## config.mk

```make
export PLATFORM = sky130hd
export DESIGN_NAME = ps2_rx_frame
export DESIGN_NICKNAME = d
export VERILOG_FILES = /design/src/rtl/ps2_rx_frame.sv
export SDC_FILE = /design/constraint.sdc
export NUM_CORES = 1
export LEC_CHECK = 0
export ABC_AREA = 1
export BUFFER_PORTS_ARGS = -buffer_cell sky130_fd_sc_hd__buf_2
export CAP_MARGIN = 25
export CORE_MARGIN = 8
export CORE_UTILIZATION = 25
export CTS_CLUSTER_DIAMETER = 100
export DETAILED_ROUTE_END_ITERATION = 10
export GPL_TIMING_DRIVEN = 0
export PLACE_DENSITY_LB_ADDON = 0.2
export SLEW_MARGIN = 10
export SYNTH_ARGS = -nofsm -noshare
export SYNTH_HDL_FRONTEND = slang
export SYNTH_SLANG_ARGS = --single-unit
```

## constraint.sdc

```tcl
create_clock -name clk -period 3 [get_ports clk]
set_clock_uncertainty 0.05 [all_clocks]
set_input_delay 0.3 -clock clk [delete_from_list [all_inputs] [get_ports clk]]
set_output_delay 0.3 -clock clk [all_outputs]
set_load 0.1 [all_outputs]
```

## src/rtl/ps2_rx_frame.sv

```systemverilog
// rtl/ps2_rx_frame.sv - host-side PS/2 device->host frame receiver
// Synchronises and glitch-filters ps2clk/ps2data, deserialises 11-bit frames, flags errors.
module ps2_rx_frame #(
  parameter int FILTER_LEN     = 4,
  parameter int TIMEOUT_CYCLES = 200000
) (
  input  logic       clk,
  input  logic       reset,
  input  logic       rx_en,
  input  logic       ps2clk,
  input  logic       ps2data,
  output logic [7:0] rx_data,
  output logic       rx_valid,
  output logic       parity_err,
  output logic       frame_err,
  output logic       busy
);

  localparam int FW = $clog2(FILTER_LEN + 1);
  localparam int TW = $clog2(TIMEOUT_CYCLES + 1);

  typedef enum logic [1:0] {IDLE, DATA, PARITY, STOP} state_t;

  logic [1:0]    clk_sync_q, clk_sync_d, data_sync_q, data_sync_d;
  logic          clk_f_q, clk_f_d, data_f_q, data_f_d, clk_f_prev_q, clk_f_prev_d;
  logic [FW-1:0] clk_fcnt_q, clk_fcnt_d, data_fcnt_q, data_fcnt_d;
  state_t        state_q, state_d;
  logic [2:0]    bit_cnt_q, bit_cnt_d;
  logic [7:0]    shreg_q, shreg_d, rx_data_q, rx_data_d;
  logic          par_bit_q, par_bit_d;
  logic [TW-1:0] to_cnt_q, to_cnt_d;
  logic          rx_valid_q, rx_valid_d, parity_err_q, parity_err_d;
  logic          frame_err_q, frame_err_d, busy_q, busy_d;
  logic          fall, par_ok;

  // Input path: 2-FF synchroniser, then a level is accepted only after
  // FILTER_LEN consecutive samples disagree with the current filtered level.
  always_comb begin
    clk_sync_d   = {clk_sync_q[0], ps2clk};
    data_sync_d  = {data_sync_q[0], ps2data};
    clk_f_d      = clk_f_q;
    clk_fcnt_d   = '0;
    data_f_d     = data_f_q;
    data_fcnt_d  = '0;
    if (clk_sync_q[1] != clk_f_q) begin
      if (clk_fcnt_q == FW'(FILTER_LEN - 1)) clk_f_d = clk_sync_q[1];
      else clk_fcnt_d = clk_fcnt_q + FW'(1);
    end
    if (data_sync_q[1] != data_f_q) begin
      if (data_fcnt_q == FW'(FILTER_LEN - 1)) data_f_d = data_sync_q[1];
      else data_fcnt_d = data_fcnt_q + FW'(1);
    end
    clk_f_prev_d = clk_f_q;
  end

  assign fall   = clk_f_prev_q & ~clk_f_q;
  assign par_ok = (^shreg_q) ^ par_bit_q;

  always_comb begin
    state_d      = state_q;
    bit_cnt_d    = bit_cnt_q;
    shreg_d      = shreg_q;
    par_bit_d    = par_bit_q;
    to_cnt_d     = to_cnt_q;
    rx_data_d    = rx_data_q;
    rx_valid_d   = 1'b0;
    parity_err_d = 1'b0;
    frame_err_d  = 1'b0;
    if (!rx_en) begin
      state_d  = IDLE;
      to_cnt_d = '0;
    end else if (state_q == IDLE) begin
      to_cnt_d = '0;
      if (fall && !data_f_q) begin
        state_d   = DATA;
        bit_cnt_d = 3'd0;
      end
    end else if (fall) begin
      // A fall always beats a simultaneous timeout.
      to_cnt_d = '0;
      case (state_q)
        DATA: begin
          shreg_d   = {data_f_q, shreg_q[7:1]};
          bit_cnt_d = bit_cnt_q + 3'd1;
          if (bit_cnt_q == 3'd7) state_d = PARITY;
        end
        PARITY: begin
          par_bit_d = data_f_q;
          state_d   = STOP;
        end
        default: begin
          rx_data_d    = shreg_q;
          rx_valid_d   = data_f_q & par_ok;
          parity_err_d = ~par_ok;
          frame_err_d  = ~data_f_q;
          state_d      = IDLE;
        end
      endcase
    end else if (to_cnt_q == TW'(TIMEOUT_CYCLES - 1)) begin
      frame_err_d = 1'b1;
      state_d     = IDLE;
      to_cnt_d    = '0;
    end else begin
      to_cnt_d = to_cnt_q + TW'(1);
    end
    busy_d = (state_d != IDLE);
  end

  always_ff @(posedge clk or posedge reset) begin
    if (reset) begin
      clk_sync_q   <= 2'b11;
      data_sync_q  <= 2'b11;
      clk_f_q      <= 1'b1;
      data_f_q     <= 1'b1;
      clk_f_prev_q <= 1'b1;
      clk_fcnt_q   <= '0;
      data_fcnt_q  <= '0;
      state_q      <= IDLE;
      bit_cnt_q    <= 3'd0;
      shreg_q      <= 8'h00;
      par_bit_q    <= 1'b0;
      to_cnt_q     <= '0;
      rx_data_q    <= 8'h00;
      rx_valid_q   <= 1'b0;
      parity_err_q <= 1'b0;
      frame_err_q  <= 1'b0;
      busy_q       <= 1'b0;
    end else begin
      clk_sync_q   <= clk_sync_d;
      data_sync_q  <= data_sync_d;
      clk_f_q      <= clk_f_d;
      data_f_q     <= data_f_d;
      clk_f_prev_q <= clk_f_prev_d;
      clk_fcnt_q   <= clk_fcnt_d;
      data_fcnt_q  <= data_fcnt_d;
      state_q      <= state_d;
      bit_cnt_q    <= bit_cnt_d;
      shreg_q      <= shreg_d;
      par_bit_q    <= par_bit_d;
      to_cnt_q     <= to_cnt_d;
      rx_data_q    <= rx_data_d;
      rx_valid_q   <= rx_valid_d;
      parity_err_q <= parity_err_d;
      frame_err_q  <= frame_err_d;
      busy_q       <= busy_d;
    end
  end

  assign rx_data    = rx_data_q;
  assign rx_valid   = rx_valid_q;
  assign parity_err = parity_err_q;
  assign frame_err  = frame_err_q;
  assign busy       = busy_q;

endmodule
```

==> reports/summary.txt <==
DRT Pass-1 Iters = 4
R2R Setup Slk = 1260 ps
Post-Synthesis Cells = 326
Period utilisation layout = 0.581
FFs w/ async S/R, synth = 1.00
Hold Path Class = in -> async
DIE HEIGHT = 121 µm
Post-synthesis cell type count = 30
Overall power = 2.72 mW
DRC = 0
Worst Path Required = 3170 ps
Final setup viols = 0
Setup ws final = 1260 ps
Fillers = 1166
Remaining antenna violation count = 0
Setup TNS = 0 ps
FP Rows = 38
H-tree depth = 3
GRT Util Overall = 0.0850
Per-cell routed wire length = 11.2 µm
Final core utilization = 0.303
Antenna fix cells = 0
Max incr delay on CP = 390 ps
Fmax = 574 MHz
Yosys top cell area share = 0.451
Worst reg2reg startpoint = to_cnt_q[0]$_DFF_PP0_
I/O pins = 17
Arr. time, crit path = 1910 ps
Vias in the first global route = 2084
Worst-path fanout max = 10
Status = finished, final reports clean
Number of synthesized flops with an enable pin = 0
Setup WS pre-CTS = 1260 ps
Part of the power in registers = 0.377
Post-Syn Nets = 340
Internal = 1.68 mW
Seq/Total Area, Yosys = 0.517
Crit path kind = reg -> reg
Largest net degree at the start of global routing = 58
Post-DP HPWL = 4.02 mm
Switch Pwr = 1.04 mW
Root Buffer = clkbuf_8
Worst path slowest cell = dfrtp_1
Die Footprint = 0.0147 mm²
Initial core utilization = 0.256
Max-cap viol count = 0
Met2 global-route usage = 0.118
Initial antenna violation count = 0
Synth Register Bits = 57
Logic pwr share = 0.320
Maximum vdd drop = 0.354 mV
Die X = 121 µm
Unrepaired setup endpoints after global routing = false
Via/cell ratio = 4.16
WL final = 5.58 mm
Period minus WS final = 1740 ps
Share of layout cells above drive strength 1 = 0.147
Remaining global-route overflow = 0
Final net count = 369
Switching Share = 0.381
Final Hold Vio Count = 0
Met3 GRT Util = 0.0275
Clock power frac = 0.304
Met1 Use GR = 0.117
Top FF cell, synth = dfrtp_1
Synth area leader = dfrtp_1
First-pass GRT wire length = 9.96 mm
Area grow syn2layout = 18.3%
Core Footprint = 0.0108 mm²
IO buf count = 16
Via count = 2078
CP Launch Type = flop
Synth Area per Inst = 8.51 µm²
CTS tree = built
Synth area leaders = dfrtp_1 45%, nand2_1 11%, dfstp_2 6.6%
Worst-margin pin slew = 702 ps
Netlist Area Pre-Place = 0.00277 mm²
Reg clk slew, reported paths = 60 ps
Pins Over Slew Limit = 0
Relative slew slack = 0.532
Crit end category = flop
Pwr dens = 829 mW/mm²
Reg2Reg Depth = 7
Initial DRC count = 96
Capturing point of the worst reg2reg path = to_cnt_q[0]$_DFF_PP0_
Hold WS = 36.8 ps
Worst-Skew Late Latency = 340 ps
Leakage power figure = 1.59 nW
Clk sink count = 57
TritonCTS Buffers = 9
Synthesis Warnings = 0
Clock Tree Buf Depth = 2
GR peak layer = met2
Worst path cell trace = ha_1, inv_1, nor3_2, nand3_1, nand3_2, buf_6, nor2_1
GPL Wtd Cong = 0.780
-- Yosys cell counts, types with 6 or more instances --
master,count
nand2_1,82
dfrtp_1,50
inv_1,46
nor2_1,44
o21ai_0,21
nand3_1,17
ha_1,9
xor2_1,8
dfstp_2,7
nand4_1,7
nor3_1,6
-- layer usage --
metal | wire length (µm) | up-vias
li1 | - | 1092
met4 | 80 | 0
met2 | 2280 | 29
met5 | 0 | -
met1 | 3050 | 951
met3 | 169 | 6
-- registers in the layout, summed over array words and instances (netlist names), 3 cells and up --
| signal | count |
|---|---|
| bit_cnt_q | 3 |
| clk_fcnt_q | 3 |
| shreg_q | 8 |
| rx_data | 8 |
| data_fcnt_q | 3 |
| to_cnt_q | 18 |
-- stage by stage --
stage / cell area [µm²] / instances
floorplan: 2770 / 326
global placement: 3030 / 482
detailed placement: 3030 / 482
CTS: 3280 / 500
global route: 3280 / 500
finish: 3280 / 500
-- power groups by stage --
stage	registers [mW]	clock network [mW]	logic [mW]
2_1_floorplan	1.19	0	0.540
3_3_place_gp	1.03	0	0.870
3_5_place_dp	1.04	0	0.878
4_1_cts	1.02	0.851	0.881
5_1_grt	1.04	0.894	0.991
6_report	1.02	0.826	0.869
-- worst max-delay path: cells and delay by family (launching register included) --
| family | cells | cell delay [ps] |
|---|---|---|
| flops | 1 | 390 |
| buf+inv | 2 | 260 |
| simple gates | 4 | 690 |
| fa+ha+maj | 1 | 240 |
-- worst max-delay path by stage --
stage / from / to / slack (ps) / cells after the start
3_3_place_gp: reset / rx_data[2]$_DFFE_PP0P_ / 400 / 2
2_1_floorplan: reset / bit_cnt_q[0]$_DFFE_PP0P_ / 1260 / 1
4_1_cts: to_cnt_q[0]$_DFF_PP0_ / to_cnt_q[0]$_DFF_PP0_ / 1240 / 7
5_1_grt: state_q[0]$_DFF_PP0_ / shreg_q[2]$_DFFE_PP0P_ / 1090 / 7
3_5_place_dp: to_cnt_q[0]$_DFF_PP0_ / to_cnt_q[0]$_DFF_PP0_ / 1260 / 7
6_report: to_cnt_q[0]$_DFF_PP0_ / to_cnt_q[0]$_DFF_PP0_ / 1260 / 7
-- repair_timing --
item                                   CTS  global route
hold buffers                             2             0
endpoints found under the hold margin    2             0
setup buffers                            0             0
resized for setup                        0             0
-- area by class of cell --
type                    count  area [µm²]  area share
flip-flops and latches     57        1440       0.437
multi-input cells         219        1130       0.344
inverters                  47         179      0.0545
well taps                 140         175      0.0534
clock buffers              11         151      0.0461
repair buffers             18         100      0.0305
clock inverters             5        77.6      0.0236
plain buffers               3        33.8      0.0103
-- cells in the final DEF, fill, tap and decap left out, types with 2 or more instances in the layout --
cell type,Yosys,layout
buf_6,3,3
xor2_1,8,8
nor3_2,2,2
dfstp_2,7,7
xnor2_1,3,3
o21ai_0,21,21
nand2_1,82,82
a22o_1,2,2
nor3_1,6,6
a21oi_1,3,3
a31oi_1,2,2
nand3_1,17,17
ha_1,9,9
bufinv_16,0,2
clkbuf_8,0,11
nand4_1,7,7
dfrtp_1,50,50
dlygate4sd3_1,0,2
clkinv_2,0,2
buf_2,0,16
nor3b_1,2,2
nor2_1,44,44
inv_1,46,45
-- cells by family after synthesis --
logic type | after synthesis | synth area share
simple gates | 166 | 0.263
flops | 57 | 0.517
buf+inv | 50 | 0.0758
compound gates | 32 | 0.0650
xor+xnor | 11 | 0.0347
fa+ha+maj | 9 | 0.0406
mux | 1 | 0.00406
Note: power is estimated with default switching activity, not from simulation.
